## src/rtl/pixel_decryptor.sv

```systemverilog
// Pixel keystream decryptor: three xorshift32 keystreams XORed onto incoming RGB pixels,
// valid/ready in and out, one output register stage, frame-length checker.
// Optional per-frame reseed on s_sof: define PIXEL_DECRYPTOR_SOF_RESEED_EN.
module pixel_decryptor #(
  parameter logic [31:0] SEED_R       = 32'd33,
  parameter logic [31:0] SEED_G       = 32'd63,
  parameter logic [31:0] SEED_B       = 32'd11,
  parameter int unsigned FRAME_PIXELS = 307200
) (
  input  logic        clk,
  input  logic        rst,
  input  logic        s_valid,
  output logic        s_ready,
  input  logic        s_sof,
  input  logic [7:0]  s_r,
  input  logic [7:0]  s_g,
  input  logic [7:0]  s_b,
  output logic        m_valid,
  input  logic        m_ready,
  output logic        m_sof,
  output logic [7:0]  m_r,
  output logic [7:0]  m_g,
  output logic [7:0]  m_b,
  output logic        frame_err,
  output logic [19:0] pix_cnt
);

  localparam logic [19:0] LP_FRAME = 20'(FRAME_PIXELS);

  // Handshake: a pixel moves on a clock edge where valid and ready are both high.
  // s_ready is combinational from the output register: free, or being drained this cycle.

  // Zero state would lock the generator, so it maps back to the channel seed.
  function automatic logic [31:0] f_next(input logic [31:0] s, input logic [31:0] seed);
    logic [31:0] a;
    logic [31:0] b;
    a = s ^ (s << 13);
    b = a ^ (a >> 7);
    f_next = (s == 32'd0) ? seed : (b ^ (b << 5));
  endfunction

  logic [31:0] r_sr, r_sg, r_sb;
  logic        r_m_valid, r_m_sof;
  logic [7:0]  r_m_r, r_m_g, r_m_b;
  logic        r_frame_err;
  logic [19:0] r_pix_cnt;

  logic        w_acc;
  logic        w_reseed;
  logic [31:0] w_use_r, w_use_g, w_use_b;

`ifdef PIXEL_DECRYPTOR_SOF_RESEED_EN
  assign w_reseed = s_sof;
`else
  assign w_reseed = 1'b0;
`endif

  assign s_ready = !r_m_valid || m_ready;
  assign w_acc   = s_valid && s_ready;

  always_comb begin
    w_use_r = r_sr;
    w_use_g = r_sg;
    w_use_b = r_sb;
    if (w_reseed) begin
      w_use_r = SEED_R;
      w_use_g = SEED_G;
      w_use_b = SEED_B;
    end
  end

  always_ff @(posedge clk) begin
    if (rst) begin
      r_sr <= SEED_R;
      r_sg <= SEED_G;
      r_sb <= SEED_B;
    end else if (w_acc) begin
      r_sr <= f_next(w_use_r, SEED_R);
      r_sg <= f_next(w_use_g, SEED_G);
      r_sb <= f_next(w_use_b, SEED_B);
    end
  end

  always_ff @(posedge clk) begin
    if (rst) begin
      r_m_valid <= 1'b0;
      r_m_sof   <= 1'b0;
      r_m_r     <= 8'd0;
      r_m_g     <= 8'd0;
      r_m_b     <= 8'd0;
    end else if (w_acc) begin
      r_m_valid <= 1'b1;
      r_m_sof   <= s_sof;
      r_m_r     <= s_r ^ w_use_r[7:0];
      r_m_g     <= s_g ^ w_use_g[7:0];
      r_m_b     <= s_b ^ w_use_b[7:0];
    end else if (m_ready) begin
      r_m_valid <= 1'b0;
    end
  end

  // First sof after reset sees a zero count and never flags.
  always_ff @(posedge clk) begin
    if (rst) begin
      r_pix_cnt   <= 20'd0;
      r_frame_err <= 1'b0;
    end else if (w_acc) begin
      if (s_sof) begin
        if (r_pix_cnt != 20'd0 && r_pix_cnt != LP_FRAME) r_frame_err <= 1'b1;
        r_pix_cnt <= 20'd1;
      end else if (r_pix_cnt != 20'hFFFFF) begin
        r_pix_cnt <= r_pix_cnt + 20'd1;
      end
    end
  end

  assign m_valid   = r_m_valid;
  assign m_sof     = r_m_sof;
  assign m_r       = r_m_r;
  assign m_g       = r_m_g;
  assign m_b       = r_m_b;
  assign frame_err = r_frame_err;
  assign pix_cnt   = r_pix_cnt;

endmodule

```

## config.mk

```make
export PLATFORM = sky130hd
export DESIGN_NAME = pixel_decryptor
export DESIGN_NICKNAME = d
export VERILOG_FILES = /design/src/rtl/pixel_decryptor.sv
export SDC_FILE = /design/constraint.sdc
export NUM_CORES = 1
export LEC_CHECK = 0
export ABC_CLOCK_PERIOD_IN_PS = 5040
export CORE_MARGIN = 2
export CORE_UTILIZATION = 60
export DETAILED_ROUTE_END_ITERATION = 12
export PLACE_DENSITY = 0.87
export SYNTH_ARGS = -nofsm -noshare
export SYNTH_HDL_FRONTEND = slang
export SYNTH_SLANG_ARGS = --single-unit
```

## constraint.sdc

```tcl
create_clock -name clk -period 5.04 [get_ports clk]
set_clock_uncertainty 0.1 [all_clocks]
set_input_delay 0.756 -clock clk [delete_from_list [all_inputs] [get_ports clk]]
set_output_delay 0.756 -clock clk [all_outputs]
set_load 0.03 [all_outputs]
```

# After elaboration in Yosys (flattened, before gate mapping)
# Cells that the tools add are included.
classes:
  n_addsub: 1
  n_mul: 0
  n_div: 0
  n_lt_le_gt_ge: 0
  n_eq_ne: 2
  shifts: 0
  muxes: 7
  bitwise_logic: 12
  n_reduce_logical: 12
op_table:
  columns: ["operator", "n"]
  rows:
  - ["32-bit XOR", 6]
  - ["32-bit logical NOT", 3]
  - ["32-bit two-way mux", 3]
  - ["32-bit by 25-bit XOR with 32-bit output", 3]
  - ["20-bit two-way mux", 2]
  - ["8-bit XOR", 3]
  - ["20-bit by 1-bit adder with 20-bit output (second input constant)", 1]
  - ["20-bit by 19-bit != test with 1-bit output (second input constant)", 1]
  - ["20-bit != test (second input constant)", 1]
  - ["20-bit nonzero test", 1]
  - ["2-bit nonzero test", 2]
  - ["3-bit AND reduction", 1]
  - ["1-bit logical AND", 2]
  - ["1-bit two-way mux", 2]
  - ["2-bit AND reduction", 1]
  - ["1-bit logical NOT", 1]
  - ["1-bit logical OR", 1]
totals:
  ff_bits: 143
  latch_bits: 0
  ram_bits: 0
  mem_bits_ro: 0
  n_memories: 0

# Logic depth before layout (Yosys ltp)
logic_depth:
  ltp_word: 4
  depth_mapped: 7
  ltp_nobuf: 6

# Worst setup path before layout
# OpenSTA, ideal clock, no wires.
synth_path:
  path_kind: "input-to-reg"
  startpoint: "input m_ready"
  endpoint: "register r_sb[6]"
  arrival_time_ns: 2.116
  slack_ns: 2.692
  stages: 7
  path_cell_list: "nand2b_1 -> nand2_1 -> clkbuf_1 -> clkbuf_1 -> nor3_1 -> a21oi_1 -> a21oi_1"
synth_via:
  elab_chain_cells: 2
synth_rtl:
  columns: ["item", "line", "source"]
  rows:
  - ["start, declared", "19", "input logic m_ready,"]
  - ["1-bit logical OR", "58", "assign s_ready = !r_m_valid || m_ready;"]
  - ["1-bit logical AND", "59", "assign w_acc = s_valid && s_ready;"]
  - ["end signal, assigned", "80", "r_sb <= f_next(w_use_b, SEED_B);"]
  - ["end, declared", "42", "logic [31:0] r_sr, r_sg, r_sb;"]
# Every way passes these cells.
# A chain may end at the register's enable or synchronous reset.

# Final worst setup path
layout_path:
  startpoint: "input m_ready"
  endpoint: "output s_ready"
layout_via:
  elab_chain_cells: 1
layout_rtl:
  columns: ["item", "line", "source"]
  rows:
  - ["1-bit logical OR", "58", null]
  - ["end, declared", "13", "output logic s_ready,"]
# Every way passes these cells.

==> impl_results.rst <==
.. list-table::
   :header-rows: 1

   * - Metric
     - Value
   * - Initial antenna violation count
     - 0
   * - Worst-path fanout max
     - 5
   * - Rel. slew slack
     - 0.280
   * - Outcome
     - complete, no violations
   * - Most frequent cells after synthesis
     - xnor2_1, dfxtp_1, nor2_1
   * - Core region area
     - 13900 sq um
   * - Grt met3 use
     - 0.0641
   * - Final Util
     - 0.696
   * - Static leakage
     - 3.32 nW
   * - Cell variety after synth
     - 59
   * - Post-synthesis instance total
     - 1013
   * - CTS H-tree depth
     - 4
   * - Port Buf Inserts
     - 76
   * - Cell at the root of the clock tree
     - clkbuf_16
   * - DP Worst Slack
     - 1.64 ns
   * - Setup TNS after final layout
     - 0 ns
   * - Required arrival time at the worst endpoint
     - 4.18 ns
   * - Total Routing Usage GR
     - 0.279
   * - Die outline area
     - 15100 sq um
   * - Via count
     - 7276
   * - Maximum buffer depth of the clock tree
     - 2
   * - Starting DRC count in detailed routing
     - 752
   * - Number of enable flip-flop cells after synthesis
     - 0
   * - Proportion of synthesized chip area in sequential cells
     - 0.337
   * - Average cell area after synthesis
     - 8.40 sq um
   * - Overall die width
     - 123 um
   * - Synth top area share
     - 0.337
   * - Power density relative to cell area
     - 701 nW/um^2
   * - Number of failing hold endpoints at the final stage
     - 0
   * - Wire length per cell
     - 16.9 um
   * - Hold bufs inserted after CTS
     - 0
   * - Number of warnings reported in the yosys synthesis log
     - 0
   * - Unrepaired setup endpoints after global routing
     - false
   * - Layout Nets
     - 1041
   * - Class of the most critical hold timing path
     - reg -> reg
   * - Cell Rows
     - 43
   * - Dominant cell type by area after synthesis
     - dfxtp_1
   * - Highest Clock Rate
     - 331 MHz
   * - Worst Slack Setup Final
     - 2.02 ns
   * - Total Power Consumption
     - 6.77 mW
   * - Primary FF master, synth
     - dfxtp_1
   * - Final instance area
     - 9660 sq um
   * - Cell with the most instances after synthesis
     - xnor2_1
   * - Top Ports
     - 77
   * - Min Hold Slack
     - 0.367 ns
   * - Reg2reg end
     - r_sg[9]$_SDFFE_PP0P_
   * - Async set-or-reset flop fraction in the synthesized netlist
     - 0
   * - Number of vias per cell
     - 6.05
   * - Overflow after GRT
     - 0
   * - Number of remaining DRC errors
     - 0
   * - Layout cells sized above 1
     - 0.0499
   * - Flops & latches, synth
     - 143
   * - Clock transition at path regs
     - 0.06 ns
   * - Final weighted congestion in routability-driven placement
     - 0.925
   * - Reg-to-Reg Start
     - m_valid$_SDFFE_PP0P_
   * - Routed wire length
     - 20.3 mm
   * - Fill cells
     - 1063
   * - # clock sinks
     - 143
   * - Post-CTS setup buffers
     - 0
   * - Worst reg2reg setup slack
     - 2.52 ns
   * - Worst VDD drop
     - 0.416 mV
   * - First-pass iteration count of the detailed router
     - 5
   * - GR Util met2
     - 0.443
   * - Launch point of the worst hold path
     - m_sof$_SDFFE_PP0P_
   * - Vias in the first global route
     - 6766
   * - Largest net degree at the start of global routing
     - 93
   * - Signal arrival time at the worst endpoint
     - 2.17 ns
   * - CTS tree
     - yes
   * - Hold worst-path end
     - m_sof$_SDFFE_PP0P_
   * - Starting Density
     - 0.613
   * - Logic depth of the worst register-to-register path
     - 5
   * - Count of non-filler cells in the finished layout
     - 1202
   * - Post-synthesis instance area
     - 8510 sq um
   * - Count of maximum capacitance violations
     - 0
   * - Worst hold path stage count
     - 2
   * - Total instance count after detailed placement
     - 1171
   * - Worst-margin pin slew
     - 1.08 ns
   * - Number of buffers created by CTS
     - 17
   * - Worst setup EP type
     - primary output
   * - Post-route fraction of the period consumed by the critical path
     - 0.600
   * - Number of max-slew violations in the final report
     - 0
   * - GRT Max-Usage Layer
     - met2
   * - Clock Latency Late Sink
     - 0.43 ns
   * - Dpl hpwl
     - 13.3 mm
   * - Overall die height
     - 123 um
   * - Standard cell area after detailed placement
     - 9060 sq um
   * - Ranking of synthesized cells by area
     - dfxtp_1, xnor2_1, xor2_1
   * - Antenna Violating Nets Remaining
     - 0
   * - Met1 usage in global routing
     - 0.372
   * - Startpoint-to-endpoint class of the critical path
     - in -> out
   * - Type of origin of the critical path
     - input port
   * - Period minus WS final
     - 3.02 ns
   * - Layout Area Growth over Synthesis
     - 13.6%
   * - Post-Syn Nets
     - 1044
   * - Count of endpoints failing setup in the final report
     - 0
   * - Diode insertion count for antenna repair
     - 0
   * - Post-CTS sizing
     - 0
   * - First-pass GRT wire length
     - 33.4 mm
-- area by class of cell --
| type | instances | area (sq um) | share of cell area |
|---|---|---|---|
| flip-flops and latches | 143 | 2860 | 0.296 |
| inverters | 9 | 33.8 | 0.00350 |
| repair buffers | 79 | 781 | 0.0808 |
| multi-input cells | 760 | 5160 | 0.534 |
| clock inverters | 5 | 103 | 0.0106 |
| well taps | 180 | 225 | 0.0233 |
| clock buffers | 26 | 499 | 0.0517 |
-- worst max-delay path, cell delays in order --
cell and delay [ns]:
clkdlybuf4s50_1 0.44, nand2b_1 0.24, clkdlybuf4s50_1 0.72
-- power breakdown --
part	leakage (nW)	internal (mW)	total, mW	switching (mW)
Combinational	1.85	1.80	3.51	1.72
Sequential	1.18	1.43	1.96	0.535
Clock	0.291	0.828	1.29	0.463
Total	3.32	4.05	6.77	2.72
-- flip-flops by register name (all words and copies together) (netlist names) --
signal     cells
r_sr          32
m_b            8
m_g            8
r_sg          32
frame_err      1
pix_cnt       20
r_sb          32
m_r            8
m_valid        1
m_sof          1
-- worst max path at each step --
| stage | from | end | depth (start not counted) |
|---|---|---|---|
| 2_1_floorplan | m_ready | r_sb[6]$_SDFFE_PP0P_ | 7 |
| 3_3_place_gp | m_ready | r_sg[8]$_SDFFE_PP0P_ | 6 |
| 3_5_place_dp | m_ready | r_sg[9]$_SDFFE_PP0P_ | 6 |
| 4_1_cts | m_ready | s_ready | 3 |
| 5_1_grt | m_ready | r_sg[8]$_SDFFE_PP0P_ | 6 |
| 6_report | m_ready | s_ready | 3 |
-- logic make-up (layout without fill, tap and decap cells) --
group,count (synthesis),count (layout),synth area share
AO/OA/AOI/OAI,206,206,0.157
XOR/XNOR,247,247,0.267
adder cells (fa/ha/maj),2,2,0.00294
buffers and inverters,110,119,0.0585
flip-flops,143,143,0.337
multiplexers,2,2,0.00235
AND/OR/NAND/NOR,303,303,0.176
-- metal layers --
metal  vias to the layer above  routed length [um]
met5                         -                   0
met4                         0                 405
met3                        51                1590
met2                       352                9560
met1                      3410                8730
li1                       3463                   -
-- placed cells by master (no fill, tap or decap), types with 6 or more instances in the layout --
cell and count:
or4_1 6, nor4_1 27, a211oi_1 37, clkdlybuf4s50_1 75, clkbuf_16 17, or3_1 25
a21oi_1 69, nor2_1 91, xor2_1 47, o31ai_1 13, xnor2_1 190, nand3_1 13
a22o_1 6, a22oi_1 11, nor3_1 17, o311ai_0 9, nand2_1 76, dfxtp_1 143
o21ai_0 24, inv_1 9, a31oi_1 8, nand4_1 9, nor2b_1 12
Power figures use the tool's default switching activity.
